**src/rtl/fetch_stage_pkg.sv**
```systemverilog
// Shared constants for the instruction-fetch stage.
package fetch_stage_pkg;

    // Fetch FSM encodings, kept as plain 2-bit constants for older code
    localparam logic [1:0] FETCH_IDLE = 2'd0;
    localparam logic [1:0] FETCH_RUN  = 2'd1;
    localparam logic [1:0] FETCH_HOLD = 2'd2;

    // Bytes per instruction word; PC advances by this amount
    localparam int unsigned INSTR_BYTES = 4;

endpackage

```
**src/rtl/fetch_stage.sv**
```systemverilog
// Instruction-fetch stage: owns the PC, issues word fetches over req/ack,
// delivers each instruction with a one-cycle valid pulse, buffers one word
// under downstream stall and discards stale fetches after a redirect.
module fetch_stage
    import fetch_stage_pkg::*;
#(
    parameter int unsigned             PC_WIDTH = 32,
    parameter int unsigned             IWIDTH   = 32,
    parameter logic [PC_WIDTH-1:0]     RESET_PC = '0
) (
    input  logic                d_clk,
    input  logic                d_rst,
    input  logic                f_i_stall,
    input  logic                f_i_redirect,
    input  logic [PC_WIDTH-1:0] f_i_redirect_pc,
    output logic                f_o_imem_req,
    output logic [PC_WIDTH-1:0] f_o_imem_addr,
    input  logic                f_i_imem_ack,
    input  logic [IWIDTH-1:0]   f_i_imem_data,
    output logic [IWIDTH-1:0]   f_o_instr,
    output logic [PC_WIDTH-1:0] f_o_pc,
    output logic                f_o_ce
);

    logic [1:0]          state_q, state_d;
    logic [PC_WIDTH-1:0] pc_q, pc_d;
    logic                drop_q, drop_d;
    logic                req_q, req_d;
    logic [PC_WIDTH-1:0] addr_q, addr_d;
    logic [IWIDTH-1:0]   instr_q, instr_d;
    logic [PC_WIDTH-1:0] opc_q, opc_d;
    logic                ce_q, ce_d;
    logic [IWIDTH-1:0]   hbuf_instr_q, hbuf_instr_d;
    logic [PC_WIDTH-1:0] hbuf_pc_q, hbuf_pc_d;

    logic [PC_WIDTH-1:0] redirect_tgt;
    logic [PC_WIDTH-1:0] addr_next;

    // Targets are word aligned; sequential address wraps naturally
    assign redirect_tgt = f_i_redirect_pc & ~PC_WIDTH'(INSTR_BYTES - 1);
    assign addr_next    = addr_q + PC_WIDTH'(INSTR_BYTES);

    // Next-state: redirect dominates, then ack handling, then hold release
    always_comb begin
        state_d      = state_q;
        pc_d         = pc_q;
        drop_d       = drop_q;
        req_d        = req_q;
        addr_d       = addr_q;
        instr_d      = instr_q;
        opc_d        = opc_q;
        ce_d         = 1'b0;
        hbuf_instr_d = hbuf_instr_q;
        hbuf_pc_d    = hbuf_pc_q;

        case (state_q)
            FETCH_IDLE: begin
                state_d = FETCH_RUN;
                req_d   = 1'b1;
                addr_d  = pc_q;
            end
            FETCH_RUN: begin
                if (f_i_redirect) begin
                    pc_d = redirect_tgt;
                    if (f_i_imem_ack) begin
                        // Returning word is stale; reissue at target now
                        addr_d = redirect_tgt;
                        drop_d = 1'b0;
                    end else begin
                        // Request cannot be retracted; discard it on arrival
                        drop_d = 1'b1;
                    end
                end else if (f_i_imem_ack) begin
                    if (drop_q) begin
                        drop_d = 1'b0;
                        addr_d = pc_q;
                    end else begin
                        pc_d = addr_next;
                        if (!f_i_stall) begin
                            ce_d    = 1'b1;
                            instr_d = f_i_imem_data;
                            opc_d   = addr_q;
                            addr_d  = addr_next;
                        end else begin
                            hbuf_instr_d = f_i_imem_data;
                            hbuf_pc_d    = addr_q;
                            req_d        = 1'b0;
                            state_d      = FETCH_HOLD;
                        end
                    end
                end
            end
            FETCH_HOLD: begin
                if (f_i_redirect) begin
                    // Buffered word is abandoned by leaving HOLD
                    pc_d    = redirect_tgt;
                    addr_d  = redirect_tgt;
                    req_d   = 1'b1;
                    state_d = FETCH_RUN;
                end else if (!f_i_stall) begin
                    ce_d    = 1'b1;
                    instr_d = hbuf_instr_q;
                    opc_d   = hbuf_pc_q;
                    req_d   = 1'b1;
                    addr_d  = pc_q;
                    state_d = FETCH_RUN;
                end
            end
            default: begin
                state_d = FETCH_IDLE;
                req_d   = 1'b0;
                drop_d  = 1'b0;
            end
        endcase
    end

    // State registers with asynchronous active-low reset
    always_ff @(posedge d_clk or negedge d_rst) begin
        if (!d_rst) begin
            state_q      <= FETCH_IDLE;
            pc_q         <= RESET_PC;
            drop_q       <= 1'b0;
            req_q        <= 1'b0;
            addr_q       <= RESET_PC;
            instr_q      <= '0;
            opc_q        <= '0;
            ce_q         <= 1'b0;
            hbuf_instr_q <= '0;
            hbuf_pc_q    <= '0;
        end else begin
            state_q      <= state_d;
            pc_q         <= pc_d;
            drop_q       <= drop_d;
            req_q        <= req_d;
            addr_q       <= addr_d;
            instr_q      <= instr_d;
            opc_q        <= opc_d;
            ce_q         <= ce_d;
            hbuf_instr_q <= hbuf_instr_d;
            hbuf_pc_q    <= hbuf_pc_d;
        end
    end

    assign f_o_imem_req  = req_q;
    assign f_o_imem_addr = addr_q;
    assign f_o_instr     = instr_q;
    assign f_o_pc        = opc_q;
    assign f_o_ce        = ce_q;

endmodule

```
**config.mk**
```make
export PLATFORM = sky130hd
export DESIGN_NAME = fetch_stage
export DESIGN_NICKNAME = d
export VERILOG_FILES = /design/src/rtl/fetch_stage_pkg.sv /design/src/rtl/fetch_stage.sv
export SDC_FILE = /design/constraint.sdc
export NUM_CORES = 1
export LEC_CHECK = 0
export CORE_AREA = 2 2 155 157
export DETAILED_ROUTE_END_ITERATION = 10
export DIE_AREA = 0 0 157 159
export GPL_TIMING_DRIVEN = 0
export PLACE_DENSITY = 0.68
export SLEW_MARGIN = 20
export SYNTH_ARGS = -nofsm -noshare
export SYNTH_HDL_FRONTEND = slang
export SYNTH_SLANG_ARGS = --single-unit
export TNS_END_PERCENT = 5
```
**constraint.sdc**
```tcl
create_clock -name d_clk -period 4.5 [get_ports d_clk]
set_input_delay 0.45 -clock d_clk [delete_from_list [all_inputs] [get_ports d_clk]]
set_output_delay 0.45 -clock d_clk [all_outputs]
set_load 0.005 [all_outputs]
```
==> impl_metrics.env, run 1 <==
export IMPL_status="complete, no violations"
export IMPL_min_path_type="reg -> reg"
export IMPL_whs_ns=0.4789
export IMPL_r2r_cells=9
export IMPL_fin_skew_ns=0.01163
export IMPL_crit_required_ns=4.86
export IMPL_cts_setup_buffers=0
export IMPL_synth_top_area_share_pct=47.98
export IMPL_grt_max_degree=68
export IMPL_antenna_left=0
export IMPL_num_vias=9343
export IMPL_rows=56
export IMPL_cap_violations=0
export IMPL_vias_per_cell=6.016
export IMPL_gp_congestion=0.9613
export IMPL_synth_most_common_cell="dfrtp_1"
export IMPL_ys_top_cells_by_count="dfrtp_1 (197), o21ai_0 (125), nand2_1 (123), mux2i_1 (77), clkbuf_1 (69)"
export IMPL_rsz0062_at_grt="false"
export IMPL_htree_levels=4
export IMPL_synth_edf_count=0
export IMPL_ioPinCount=167
export IMPL_antennaDiodeCount=0
export IMPL_overflow=0
export IMPL_layout_cells_non_filler=1553
export IMPL_r2r_end="f_o_imem_addr[5]$_DFFE_PN0P_"
export IMPL_syn_inst=1036
export IMPL_power_density_mw_per_mm2=709.5
export IMPL_synth_area_top_cells="dfrtp_1 (48%), mux2i_1 (7.5%), mux2_2 (6.2%)"
export IMPL_endpoint_kind="register"
export IMPL_antenna_found_initial=0
export IMPL_clk_pin_slew_ns=0.08
export IMPL_yosysUniqueCellTypes=65
export IMPL_drt_pass1_iter_count=5
export IMPL_wire_per_inst_um=21.70
export IMPL_placedCellCount=1520
export IMPL_clockRootBuffer="clkbuf_16"
export IMPL_worstSetupEndpoint="f_o_imem_addr[5]$_DFFE_PN0P_"
export IMPL_synthArstFlopShare_pct=100.0
export IMPL_worstPathArrival_ns=3.92
export IMPL_grt_use_total_pct=26.84
export IMPL_irDropWorstVdd_v=0.0003115
export IMPL_synthesis_area_mm2=0.01027
export IMPL_synthFlopType="dfrtp_1"
export IMPL_relSlewSlack_pct=23.20
export IMPL_coreArea_mm2=0.02319
export IMPL_power_mw=9.213
export IMPL_drive_gt1_share_pct=9.157
export IMPL_cts_made_buffers=17
export IMPL_cts_tree="yes"
export IMPL_routed_wl_mm=33.70
export IMPL_synth_largest_area_cell="dfrtp_1"
export IMPL_yosysWarnings=0
export IMPL_finalSetupViolations=0
export IMPL_finalNetCount=1295
export IMPL_die_height_um=159
export IMPL_startpoint="state_q[0]$_DFFE_PN0P_"
export IMPL_slew_violations=0
export IMPL_timing_hold_violations_final=0
export IMPL_ff2ff_setup_slack_ns=0.94
export IMPL_r2r_start="state_q[0]$_DFFE_PN0P_"
export IMPL_p_leak_nw=5.321
export IMPL_drc=0
export IMPL_avgSynthCellArea_um2=9.918
export IMPL_clock_latency_ns=0.44
export IMPL_drt_iter0_drc=1115
export IMPL_grt_pass1_vias=8816
export IMPL_syn_nets=1110
export IMPL_cts_resized_gates=0
export IMPL_die_area_mm2=0.02496
export IMPL_grt_pass1_wl_mm=51.27
export IMPL_synth_seq_cells=197
export IMPL_max_freq_mhz=280.8
export IMPL_utilization_pct=55.99
export IMPL_area_delta_synth_final_pct=26.38
export IMPL_worst_path_max_fanout=10
export IMPL_hpwl_mm=23.70
export IMPL_numClockSinks=197
export IMPL_period_share_pct=79.14
export IMPL_die_w_um=157
export IMPL_fillers=2055
export IMPL_tns_ns=0
export IMPL_clock_path_buffers=2
export IMPL_start_util_pct=44.30
export IMPL_ys_seq_area_share_pct=47.98
export IMPL_critPathLaunchType="register"
export IMPL_crit_type="reg -> reg"
export IMPL_min_period_ns=3.561
export IMPL_numPortBuffers=163
export IMPL_tightest_slew_ns=1.140
export IMPL_hold_buffers=1
-- worst min path at each step --
| stage | slack (ns) | to | cells after the start | from |
|---|---|---|---|---|
| 6_report | 0.48 | hbuf_pc_q[27]$_DFFE_PN0P_ | 2 | hbuf_pc_q[27]$_DFFE_PN0P_ |
| 5_1_grt | 0.51 | f_o_instr[21]$_DFFE_PN0P_ | 2 | f_o_instr[21]$_DFFE_PN0P_ |
| 4_1_cts | 0.48 | pc_q[0]$_DFFE_PN0P_ | 2 | pc_q[0]$_DFFE_PN0P_ |
| 3_5_place_dp | 0.44 | f_o_instr[21]$_DFFE_PN0P_ | 1 | d_rst |
| 3_3_place_gp | 0.46 | pc_q[0]$_DFFE_PN0P_ | 2 | pc_q[0]$_DFFE_PN0P_ |
| 2_1_floorplan | 0.15 | drop_q$_DFFE_PN0P_ | 0 | d_rst |
-- layout by cell type (no fill, tap or decap), types with 5 or more instances in the layout --
cell type	count
a211oi_1	6
a21o_1	7
a21oi_1	31
a221oi_1	13
a22o_1	15
a22oi_1	9
a311oi_1	5
a31oi_1	10
a32oi_1	9
and3_1	8
buf_1	10
buf_2	7
clkbuf_1	70
clkbuf_16	17
clkdlybuf4s50_1	162
dfrtp_1	197
ha_1	5
inv_1	17
mux2_2	57
mux2i_1	77
nand2_1	123
nand2b_1	9
nand3_1	15
nand4_1	8
nor2_1	53
nor3_1	13
nor4_1	6
o2111ai_1	5
o21ai_0	125
o221ai_1	16
o22a_1	6
o31ai_1	12
or3_1	5
or4_1	6
xnor2_1	9
xor2_1	11
-- cell type report --
class | instances | area (µm²) | share of cell area, %
plain buffers | 87 | 336.6 | 2.592
clock buffers | 19 | 442.9 | 3.411
clock inverters | 13 | 160.2 | 1.233
multi-input cells | 734 | 4947 | 38.10
inverters | 18 | 67.56 | 0.5203
repair buffers | 166 | 1702 | 13.10
well taps | 319 | 399.1 | 3.074
flip-flops and latches | 197 | 4930 | 37.96
-- stage by stage --
step / setup WS, ns / instance area (µm²)
3_5_place_dp: 0.8544 / 12370
3_3_place_gp: -5.520 / 12310
2_1_floorplan: 2.153 / 10270
4_1_cts: 1.061 / 12990
6_report: 0.9387 / 12990
5_1_grt: 0.7898 / 12990
-- routing by layer --
metal	global-route usage, %	share of wire, %
met5	0	0
met4	9.174	3.5
met2	42.62	46
met1	36.55	41
met3	5.607	9.3
-- worst max-delay path, stage by stage (launching register included) --
cell      delay (ns)
dfrtp_1         0.37
inv_1           0.08
ha_1            0.19
clkbuf_1        0.20
and3b_1         0.27
nor4b_1         0.95
clkbuf_1        0.48
clkbuf_1        0.63
nand2_1         0.11
o21bai_1        0.19
-- power breakdown --
| group | switching [mW] | internal (mW) |
|---|---|---|
| logic | 2.39 | 2.00 |
| clock network | 0.763 | 0.812 |
| registers | 0.681 | 2.57 |
| total | 3.83 | 5.38 |
-- sequential cells by signal, summed over array words and instances, names as in the netlist, 2 cells and up --
register and cells:
f_o_imem_addr 32, f_o_instr 32, f_o_pc 32, hbuf_instr_q 32
hbuf_pc_q 32, pc_q 32, state_q 2
-- cell families (layout without fill, tap and decap cells) --
kind of cell,after synthesis,after routing,share of synthesized area (%)
AOI/OAI and AO/OA,306,306,19.75
DFF,197,197,47.98
and+or+nand+nor,269,269,12.27
adders and majority gates,5,5,0.6089
buffers and inverters,105,303,3.933
xor gates and xnor gates,20,20,1.705
muxes,134,134,13.75
(Power assumes the default switching activity.)
==> run 2, diff against run 1 <==
--- a/config.mk
+++ b/config.mk
@@ -9,7 +9,7 @@
 export DETAILED_ROUTE_END_ITERATION = 10
 export DIE_AREA = 0 0 157 159
 export GPL_TIMING_DRIVEN = 0
-export PLACE_DENSITY = 0.68
+export PLACE_DENSITY = 0.71
 export SLEW_MARGIN = 20
 export SYNTH_ARGS = -nofsm -noshare
 export SYNTH_HDL_FRONTEND = slang
==> constraint.sdc (replaced) <==
create_clock -name d_clk -period 2.9 [get_ports d_clk]
set_input_delay 0.29 -clock d_clk [delete_from_list [all_inputs] [get_ports d_clk]]
set_output_delay 0.29 -clock d_clk [all_outputs]
set_load 0.005 [all_outputs]
==> impl_metrics.env, run 2 (synthesized netlist as in run 1, its figures left out) <==
export IMPL_clk_pin_slew_ns=0.08
export IMPL_worst_path_max_fanout=10
export IMPL_most_common_layout_cells="dfrtp_1 (197), clkdlybuf4s50_1 (162), o21ai_0 (123), nand2_1 (123), mux2i_1 (77)"
export IMPL_fillers=2035
export IMPL_final_common_cell="dfrtp_1"
export IMPL_ioPinCount=167
export IMPL_cp_common_cell="clkbuf_1"
export IMPL_critPathTopFamily="buffers and inverters"
export IMPL_gp_congestion=0.9488
export IMPL_relSlewSlack_pct=39.02
export IMPL_grt_max_degree=96
export IMPL_fin_ws_ns=-0.03812
export IMPL_hpwl_mm=23.92
export IMPL_whs_ns=0.3249
export IMPL_drt_pass1_iter_count=7
export IMPL_clockRootBuffer="clkbuf_16"
export IMPL_antenna_left=0
export IMPL_finalNetCount=1295
export IMPL_power_density_mw_per_mm2=1097
export IMPL_coreArea_mm2=0.02319
export IMPL_crit_type="in -> reg"
export IMPL_grtUsageMet1_pct=36.23
export IMPL_rsz0062_at_grt="true"
export IMPL_cts_setup_buffers=0
export IMPL_r2r_cells=10
export IMPL_finalSetupViolations=6
export IMPL_cap_violations=0
export IMPL_area_delta_synth_final_pct=26.80
export IMPL_failed_checks="setup timing"
export IMPL_dp_slack_ns=-0.5252
export IMPL_start_util_pct=44.30
export IMPL_grt_use_total_pct=26.90
export IMPL_overflow=0
export IMPL_period_share_pct=101.3
export IMPL_critPathBufInv=4
export IMPL_max_freq_mhz=340.4
export IMPL_drc=0
export IMPL_p_leak_nw=5.393
export IMPL_r2r_end="pc_q[11]$_DFFE_PN0P_"
export IMPL_critPathLaunchType="input pin"
export IMPL_min_path_type="in -> async"
export IMPL_numClockSinks=197
export IMPL_antenna_found_initial=0
export IMPL_crit_required_ns=3.23
export IMPL_grt_pass1_wl_mm=51.36
export IMPL_wire_per_inst_um=21.64
export IMPL_rows=56
export IMPL_grtUsageMet3_pct=7.403
export IMPL_numPortBuffers=163
export IMPL_endpoint_kind="register"
export IMPL_vias_per_cell=5.941
export IMPL_timing_hold_violations_final=0
export IMPL_num_vias=9227
export IMPL_cts_tree="yes"
export IMPL_min_period_ns=2.938
export IMPL_die_area_mm2=0.02496
export IMPL_htree_levels=4
export IMPL_slew_violations=0
export IMPL_antennaDiodeCount=0
export IMPL_ff2ff_setup_slack_ns=0.04
export IMPL_die_height_um=159
export IMPL_status="finished, violations left"
export IMPL_slowest_delay_ns=0.76
export IMPL_clock_path_buffers=2
export IMPL_fin_skew_ns=0.01418
export IMPL_use_met2_pct=40.91
export IMPL_irDropWorstVdd_v=0.0005325
export IMPL_grt_pass1_vias=8893
export IMPL_tightest_slew_ns=0.9147
export IMPL_routed_wl_mm=33.61
export IMPL_drt_iter0_drc=923
export IMPL_worstPathArrival_ns=3.27
export IMPL_clock_latency_ns=0.44
export IMPL_r2r_start="state_q[0]$_DFFE_PN0P_"
export IMPL_grt_busiest_layer="met2"
export IMPL_drive_gt1_share_pct=11.43
export IMPL_slowest_stage="clkbuf_1"
export IMPL_die_w_um=157
export IMPL_cts_made_buffers=17
export IMPL_worstPathCellList="clkdlybuf4s50_1 > clkbuf_1 > buf_1 > nor2_1 > clkbuf_1 > a311oi_1 > a21o_1"
[run 2: metrics by stage]
stage	instances	utilization, %	area (µm²)	setup TNS [ns]	total power [mW]
final	1553	56.18	13030	-0.1281	14.30
after global routing	1553	56.18	13030	-1.006	15.17
after CTS	1553	56.04	13000	-0.005001	14.18
after detailed placement	1520	53.34	12370	-30.45	11.73
after global placement	1518	53.06	12310	-1386.12	11.56
after floorplan	1036	-	10270	0	8.658
[run 2: cell type report]
cell class,count,area (µm²),area share [%]
Sequential cell,197,4930,37.84
Inverter,18,67.56,0.5186
Multi-Input combinational cell,734,4975,38.18
Clock inverter,15,161.4,1.239
Tap cell,319,399.1,3.063
Timing Repair Buffer,166,1702,13.06
Clock buffer,17,425.4,3.265
Buffer,87,369.1,2.833
[run 2: worst max path at each step]
stage,from,to,depth (start not counted)
after floorplan,f_o_imem_addr[2]$_DFFE_PN0P_,pc_q[30]$_DFFE_PN0P_,7
after global placement,d_rst,f_o_imem_addr[4]$_DFFE_PN0P_,1
after detailed placement,state_q[0]$_DFFE_PN0P_,f_o_imem_addr[5]$_DFFE_PN0P_,9
after CTS,state_q[0]$_DFFE_PN0P_,f_o_imem_addr[5]$_DFFE_PN0P_,9
after global routing,state_q[1]$_DFFE_PN0P_,f_o_imem_addr[7]$_DFFE_PN0P_,8
final,f_i_redirect,pc_q[30]$_DFFE_PN0P_,7
[run 2: power by group]
group          switching [mW]  internal, mW  total (mW)  leakage (nW)
Clock                    1.19          1.22        2.41         0.280
Sequential               1.04          3.99        5.04          2.48
Combinational            3.70          3.15        6.85          2.63
Total                    5.93          8.37        14.3          5.39
[run 2: repair_timing]
action,CTS,global route
resized for setup,20,20
hold buffers,1,0
setup endpoints to repair,91,80
hold endpoints to repair,47,0
[run 2: layer usage]
metal	routed length, µm	vias to the layer above
li1	-	4176
met1	13920	4475
met2	15130	484
met3	3287	92
met4	1264	0
met5	0	-
